**src/rtl/riscv_top.sv**
```systemverilog
// Single-cycle RV32I-subset processor: core, instruction ROM and data RAM.
// Executes add/sub/and/or/slt, addi/andi/ori/slti, lw/sw, beq and jal.
module riscv_top (
  input  logic        clk,
  input  logic        reset,
  output logic [31:0] WriteData,
  output logic [31:0] DataAdr,
  output logic        MemWrite
);

  typedef enum logic [1:0] {IMM_I, IMM_S, IMM_B, IMM_J} imm_t;
  typedef enum logic [1:0] {RES_ALU, RES_MEM, RES_PC4} res_t;
  typedef enum logic [2:0] {ALU_ADD, ALU_SUB, ALU_AND, ALU_OR, ALU_SLT} alu_t;

  localparam logic [6:0] OP_LW  = 7'b0000011;
  localparam logic [6:0] OP_SW  = 7'b0100011;
  localparam logic [6:0] OP_R   = 7'b0110011;
  localparam logic [6:0] OP_I   = 7'b0010011;
  localparam logic [6:0] OP_BEQ = 7'b1100011;
  localparam logic [6:0] OP_JAL = 7'b1101111;

  logic [31:0] pc, pc_next, pc_plus4, pc_target;
  logic [31:0] instr, imm_ext, rd1, rd2, src_b;
  logic [31:0] alu_result, diff, read_data, result;
  logic        reg_write, alu_src, branch, jump, zero, overflow;
  imm_t        imm_src;
  res_t        result_src;
  alu_t        alu_ctrl;

  logic [6:0]  opcode;
  logic [2:0]  funct3;
  logic [4:0]  rs1, rs2, rd;

  logic [31:0] rf  [0:31];
  logic [31:0] ram [0:63];

  // Program image of riscvtest.txt, held as a constant table so the ROM needs no init process
  function automatic logic [31:0] rom_word(input logic [5:0] a);
    case (a)
      6'd0:    rom_word = 32'h00500113;
      6'd1:    rom_word = 32'h00C00193;
      6'd2:    rom_word = 32'hFF718393;
      6'd3:    rom_word = 32'h0023E233;
      6'd4:    rom_word = 32'h0041F2B3;
      6'd5:    rom_word = 32'h004282B3;
      6'd6:    rom_word = 32'h02728863;
      6'd7:    rom_word = 32'h0041A233;
      6'd8:    rom_word = 32'h00020463;
      6'd9:    rom_word = 32'h00000293;
      6'd10:   rom_word = 32'h0023A233;
      6'd11:   rom_word = 32'h005203B3;
      6'd12:   rom_word = 32'h402383B3;
      6'd13:   rom_word = 32'h0471AA23;
      6'd14:   rom_word = 32'h06002103;
      6'd15:   rom_word = 32'h005104B3;
      6'd16:   rom_word = 32'h008001EF;
      6'd17:   rom_word = 32'h00100113;
      6'd18:   rom_word = 32'h00910133;
      6'd19:   rom_word = 32'h0221A023;
      6'd20:   rom_word = 32'h00210063;
      default: rom_word = 32'h00000000;
    endcase
  endfunction

  assign instr  = rom_word(pc[7:2]);
  assign opcode = instr[6:0];
  assign rd     = instr[11:7];
  assign funct3 = instr[14:12];
  assign rs1    = instr[19:15];
  assign rs2    = instr[24:20];

  always_comb begin
    reg_write  = 1'b0;
    imm_src    = IMM_I;
    alu_src    = 1'b0;
    MemWrite   = 1'b0;
    result_src = RES_ALU;
    branch     = 1'b0;
    jump       = 1'b0;
    alu_ctrl   = ALU_ADD;
    case (opcode)
      OP_LW: begin
        reg_write  = 1'b1;
        alu_src    = 1'b1;
        result_src = RES_MEM;
      end
      OP_SW: begin
        imm_src  = IMM_S;
        alu_src  = 1'b1;
        MemWrite = 1'b1;
      end
      OP_R, OP_I: begin
        reg_write = 1'b1;
        alu_src   = (opcode == OP_I);
        case (funct3)
          // instr[30] selects sub only for register-register ops; addi has no funct7
          3'b000:  alu_ctrl = (opcode == OP_R && instr[30]) ? ALU_SUB : ALU_ADD;
          3'b010:  alu_ctrl = ALU_SLT;
          3'b110:  alu_ctrl = ALU_OR;
          3'b111:  alu_ctrl = ALU_AND;
          default: alu_ctrl = ALU_ADD;
        endcase
      end
      OP_BEQ: begin
        imm_src  = IMM_B;
        branch   = 1'b1;
        alu_ctrl = ALU_SUB;
      end
      OP_JAL: begin
        reg_write  = 1'b1;
        imm_src    = IMM_J;
        jump       = 1'b1;
        result_src = RES_PC4;
      end
      default: ;
    endcase
  end

  always_comb begin
    case (imm_src)
      IMM_I:   imm_ext = {{20{instr[31]}}, instr[31:20]};
      IMM_S:   imm_ext = {{20{instr[31]}}, instr[31:25], instr[11:7]};
      IMM_B:   imm_ext = {{20{instr[31]}}, instr[7], instr[30:25], instr[11:8], 1'b0};
      default: imm_ext = {{12{instr[31]}}, instr[19:12], instr[20], instr[30:21], 1'b0};
    endcase
  end

  assign rd1   = (rs1 == 5'd0) ? 32'd0 : rf[rs1];
  assign rd2   = (rs2 == 5'd0) ? 32'd0 : rf[rs2];
  assign src_b = alu_src ? imm_ext : rd2;

  assign diff     = rd1 - src_b;
  assign overflow = (rd1[31] ^ src_b[31]) & (diff[31] ^ rd1[31]);

  always_comb begin
    case (alu_ctrl)
      ALU_SUB: alu_result = diff;
      ALU_AND: alu_result = rd1 & src_b;
      ALU_OR:  alu_result = rd1 | src_b;
      ALU_SLT: alu_result = {31'd0, diff[31] ^ overflow};
      default: alu_result = rd1 + src_b;
    endcase
  end

  assign zero      = (alu_result == 32'd0);
  assign read_data = ram[alu_result[7:2]];

  always_comb begin
    case (result_src)
      RES_MEM: result = read_data;
      RES_PC4: result = pc_plus4;
      default: result = alu_result;
    endcase
  end

  assign pc_plus4  = pc + 32'd4;
  assign pc_target = pc + imm_ext;
  assign pc_next   = ((branch && zero) || jump) ? pc_target : pc_plus4;

  always_ff @(posedge clk or posedge reset) begin
    if (reset) pc <= 32'd0;
    else       pc <= pc_next;
  end

  // Register file and RAM are deliberately not reset; they survive a mid-program reset
  always_ff @(posedge clk) begin
    if (reg_write && rd != 5'd0) rf[rd] <= result;
  end

  always_ff @(posedge clk) begin
    if (MemWrite) ram[alu_result[7:2]] <= rd2;
  end

  assign WriteData = rd2;
  assign DataAdr   = alu_result;

endmodule

```
**config.mk**
```make
export PLATFORM = sky130hd
export DESIGN_NAME = riscv_top
export DESIGN_NICKNAME = d
export VERILOG_FILES = /design/src/rtl/riscv_top.sv
export SDC_FILE = /design/constraint.sdc
export NUM_CORES = 2
export LEC_CHECK = 0
export ABC_CLOCK_PERIOD_IN_PS = 9600
export CAP_MARGIN = 5
export CORE_ASPECT_RATIO = 0.75
export CORE_MARGIN = 3
export CORE_UTILIZATION = 35
export CTS_CLUSTER_DIAMETER = 50
export CTS_CLUSTER_SIZE = 40
export DETAILED_ROUTE_END_ITERATION = 12
export PLACE_DENSITY = 0.56
export SLEW_MARGIN = 10
export SYNTH_ARGS = -nofsm -noshare
export SYNTH_HDL_FRONTEND = slang
export SYNTH_SLANG_ARGS = --single-unit
export TNS_END_PERCENT = 30
```
**constraint.sdc**
```tcl
create_clock -name clk -period 9.6 [get_ports clk]
set_clock_uncertainty 0.15 [all_clocks]
set_input_delay 1.44 -clock clk [delete_from_list [all_inputs] [get_ports clk]]
set_output_delay 1.44 -clock clk [all_outputs]
set_load 0.01 [all_outputs]
```
==> results.toml <==
[status]
status = "finished clean"

[setup_path]
arrival_ns = 7.83
cp_slowest_cell = "a311oi_1"
r2r_slack_ns = 0.41
max_stage_delay_ns = 0.56
cp_common_cell = "buf_4"
endpoint_kind = "output port"
crit_type = "reg -> out"
r2r_cells = 39
critPathLaunchType = "flop"
critPathRequiredTime_ns = 8.01
cp_max_fo = 9

[floorplan]
placeableCoreArea_sq_um = 348000
rows = 187
die_h_um = 520
dieArea_sq_um = 359000
start_util = 0.353
die_x_um = 691
io-pin-count = 67

[yosys]
ys_seq_area_frac = 0.749
synth_warnings = 0
async_reset_ff_frac = 0.0104
avgSynthCellArea_sq_um = 14.6
syn_inst = 8411
synth.largest_area_cell = "edfxtp_1"
syn-cell-area_sq_um = 123000
synth_top_area_frac = 0.742
synth_ff_type = "edfxtp_1"
synth_edf_count = 3042
synth_cell_types = 106
ys_ff_latch = 3074
yosys-top-cells-area = "edfxtp_1 (74%), o22ai_1 (5.1%), nand2_1 (3.3%)"

[pwr]
cellPowerDensity_nw_per_um2 = 168
internal_power_mw = 19.9
p_sw_frac = 0.219
leakage_nw = 45.4
p_switching_mw = 5.57
seq_power_share = 0.570
p_clk_frac = 0.430
ir_worst_vdd_mv = 0.192
comb_power_share = 0

[drt]
final_antenna_net_count = 0
drcViolationCount = 0
via_count = 85600
wl_um = 458000
vias_per_cell = 5.99
wl_per_cell_um = 32.1
firstDrtPassIters = 6
first_iter_violations = 13000

[worst_hold_path]
whs_path_depth = 1
holdCritPathClass = "reg -> reg"

[finish]
stdcell_area_sq_um = 151000
drive_above_1_share = 0.221
area_growth_pct = 22.7
nets = 9595
fill_cells = 30900

[timing]
final.period_utilization = 0.981
maxSlewViolCount = 0
finalSetupViolCount = 0
worst_pin_slew_ns = 1.39
slew_headroom = 0.0642
hold_violations = 0
rsz0062_at_grt = "yes"
fmax_mhz = 106
min_period_ns = 9.42
setup_slack_ns = 0.178

[place]
gp_congestion = 0.967
portBuffers = 66
place_ws_ns = -0.875
dpl.hpwl_um = 297000
postPlaceCellArea_sq_um = 141000

[cts]
cts-buffers-inserted = 246
clk_latency_ns = 1.01
htree_levels = 4
tritoncts = "yes"
path_clk_slew_ns = 0.08
cts.sinks = 3074
cts.path.max_buffers = 4
ctsRootBufferMaster = "clkbuf_16"

[global_routing]
antenna_found_initial = 27
grt_pass1_vias = 79800
grt_usage = 0.245
grt_pass1_wl_um = 632000
busiest_layer = "met1"
overflow = 0
grt_use_met2 = 0.342
grtUsageMet1 = 0.366
met3_usage = 0.0650
grt_max_degree = 69

[flow_run]
cap_violations = 0
critical path: cells and delay by family, from the launching register on:
family / cells / cell delay [ns]
AO/OA/AOI/OAI: 13 / 2.78
AND/OR/NAND/NOR: 10 / 1.35
adder cells (fa/ha/maj): 3 / 0.85
flip-flops: 1 / 0.45
buffers and inverters: 10 / 1.45
layout by cell type, fill, tap and decap left out, types with 37 or more instances in the layout:
cell / n
o41ai_1: 210
o21a_1: 37
ha_1: 128
a311oi_1: 94
buf_12: 232
nor2_4: 105
o21ai_0: 137
nor3_1: 52
nor2_1: 167
inv_1: 116
mux4_2: 40
xnor2_1: 40
inv_8: 41
nand3_1: 369
o22ai_1: 994
buf_4: 1021
and3_1: 109
a31oi_1: 37
edfxtp_1: 3042
clkinv_8: 41
clkbuf_16: 251
a21oi_1: 269
nand2_1: 1090
nand4_1: 52
clkdlybuf4s50_1: 49
final cells by class:
cell class                      count  area [sq um]  share of cell area
Clock buffer                      258          6220              0.0412
Inverter                          152           571             0.00378
Antenna cell                       13          32.5            0.000215
Tap cell                         4630          5790              0.0384
Timing Repair Buffer             1355         13600              0.0899
Clock inverter                    196          2500              0.0166
Multi-Input combinational cell   4625         30200               0.200
Sequential cell                  3074         92200               0.610
per-layer routing:
layer | part of all wire | up-vias | routed length, um
met5 | 0.000046 | - | 21
li1 | - | 35700 | -
met1 | 0.42 | 43900 | 194000
met2 | 0.41 | 5335 | 188000
met3 | 0.12 | 707 | 57100
met4 | 0.041 | 4 | 19000
what timing repair did:
action | 4_1_cts | 5_1_grt
pin swaps | 9 | 43
resized for setup | 88 | 128
setup endpoints to repair | 164 | 56
hold buffers | 0 | 0
setup buffers | 14 | 31
cloned | 3 | 5
power groups by stage:
| stage | Combinational, mW | Sequential (mW) | Clock, mW |
|---|---|---|---|
| floorplan | 0.00212 | 14.8 | 0 |
| global placement | 0.00504 | 14.8 | 0 |
| detailed placement | 0.00521 | 14.8 | 0 |
| CTS | 0.00521 | 14.5 | 11.1 |
| global route | 0.00589 | 14.5 | 11.6 |
| finish | 0.00504 | 14.5 | 10.9 |
cell families after synthesis:
group / share of synthesized area
compound gates: 0.122
xor+xnor: 0.00420
fa+ha+maj: 0.0144
buf+inv: 0.0223
flops: 0.749
mux: 0.0124
other cells: 0.0000305
simple gates: 0.0763
final timing paths:
path / from / end
hold / removal: pc[0]$_DFFE_PP0P_ / pc[0]$_DFFE_PP0P_
setup / recovery: pc[3]$_DFF_PP0_ / DataAdr[0]
max in group asynchronous: reset / pc[3]$_DFF_PP0_
setup reg to reg: pc[3]$_DFF_PP0_ / rf[14][4]$_DFFE_PP_
min in group asynchronous: reset / pc[25]$_DFF_PP0_
hold reg to reg: pc[0]$_DFFE_PP0P_ / pc[0]$_DFFE_PP0P_
per-stage QoR:
stage / TNS [ns] / power [mW] / hold slack (ns) / std cells / util
5_1_grt: -0.0328 / 26.1 / 0.428 / 14300 / 0.434
2_1_floorplan: 0 / 14.8 / 0.361 / 8412 / -
3_5_place_dp: -29.48 / 14.8 / 0.397 / 13800 / 0.405
6_report: 0 / 25.4 / 0.422 / 14300 / 0.434
4_1_cts: -0.0554 / 25.6 / 0.417 / 14300 / 0.431
3_3_place_gp: -59.00 / 14.8 / 0.383 / 13800 / 0.405
state kept, by name, indices dropped and copies added (netlist names):
| register | flops |
|---|---|
| rf | 994 |
| ram | 2048 |
| pc | 32 |
cell usage after synthesis, drive strengths merged (33+ instances only):
| cell type | number |
|---|---|
| edfxtp | 3042 |
| nand2 | 1093 |
| o22ai | 998 |
| clkbuf | 398 |
| nand3 | 388 |
| nor2 | 283 |
| a21oi | 276 |
| o41ai | 229 |
| o21ai | 172 |
| buf | 163 |
| inv | 152 |
| ha | 135 |
| a311oi | 111 |
| and3 | 109 |
| nor3 | 55 |
| nand4 | 52 |
| a31oi | 41 |
| mux4 | 40 |
| xnor2 | 40 |
| a211oi | 38 |
| o21a | 38 |
| o221ai | 33 |
Note: power is estimated with default switching activity, not from simulation.
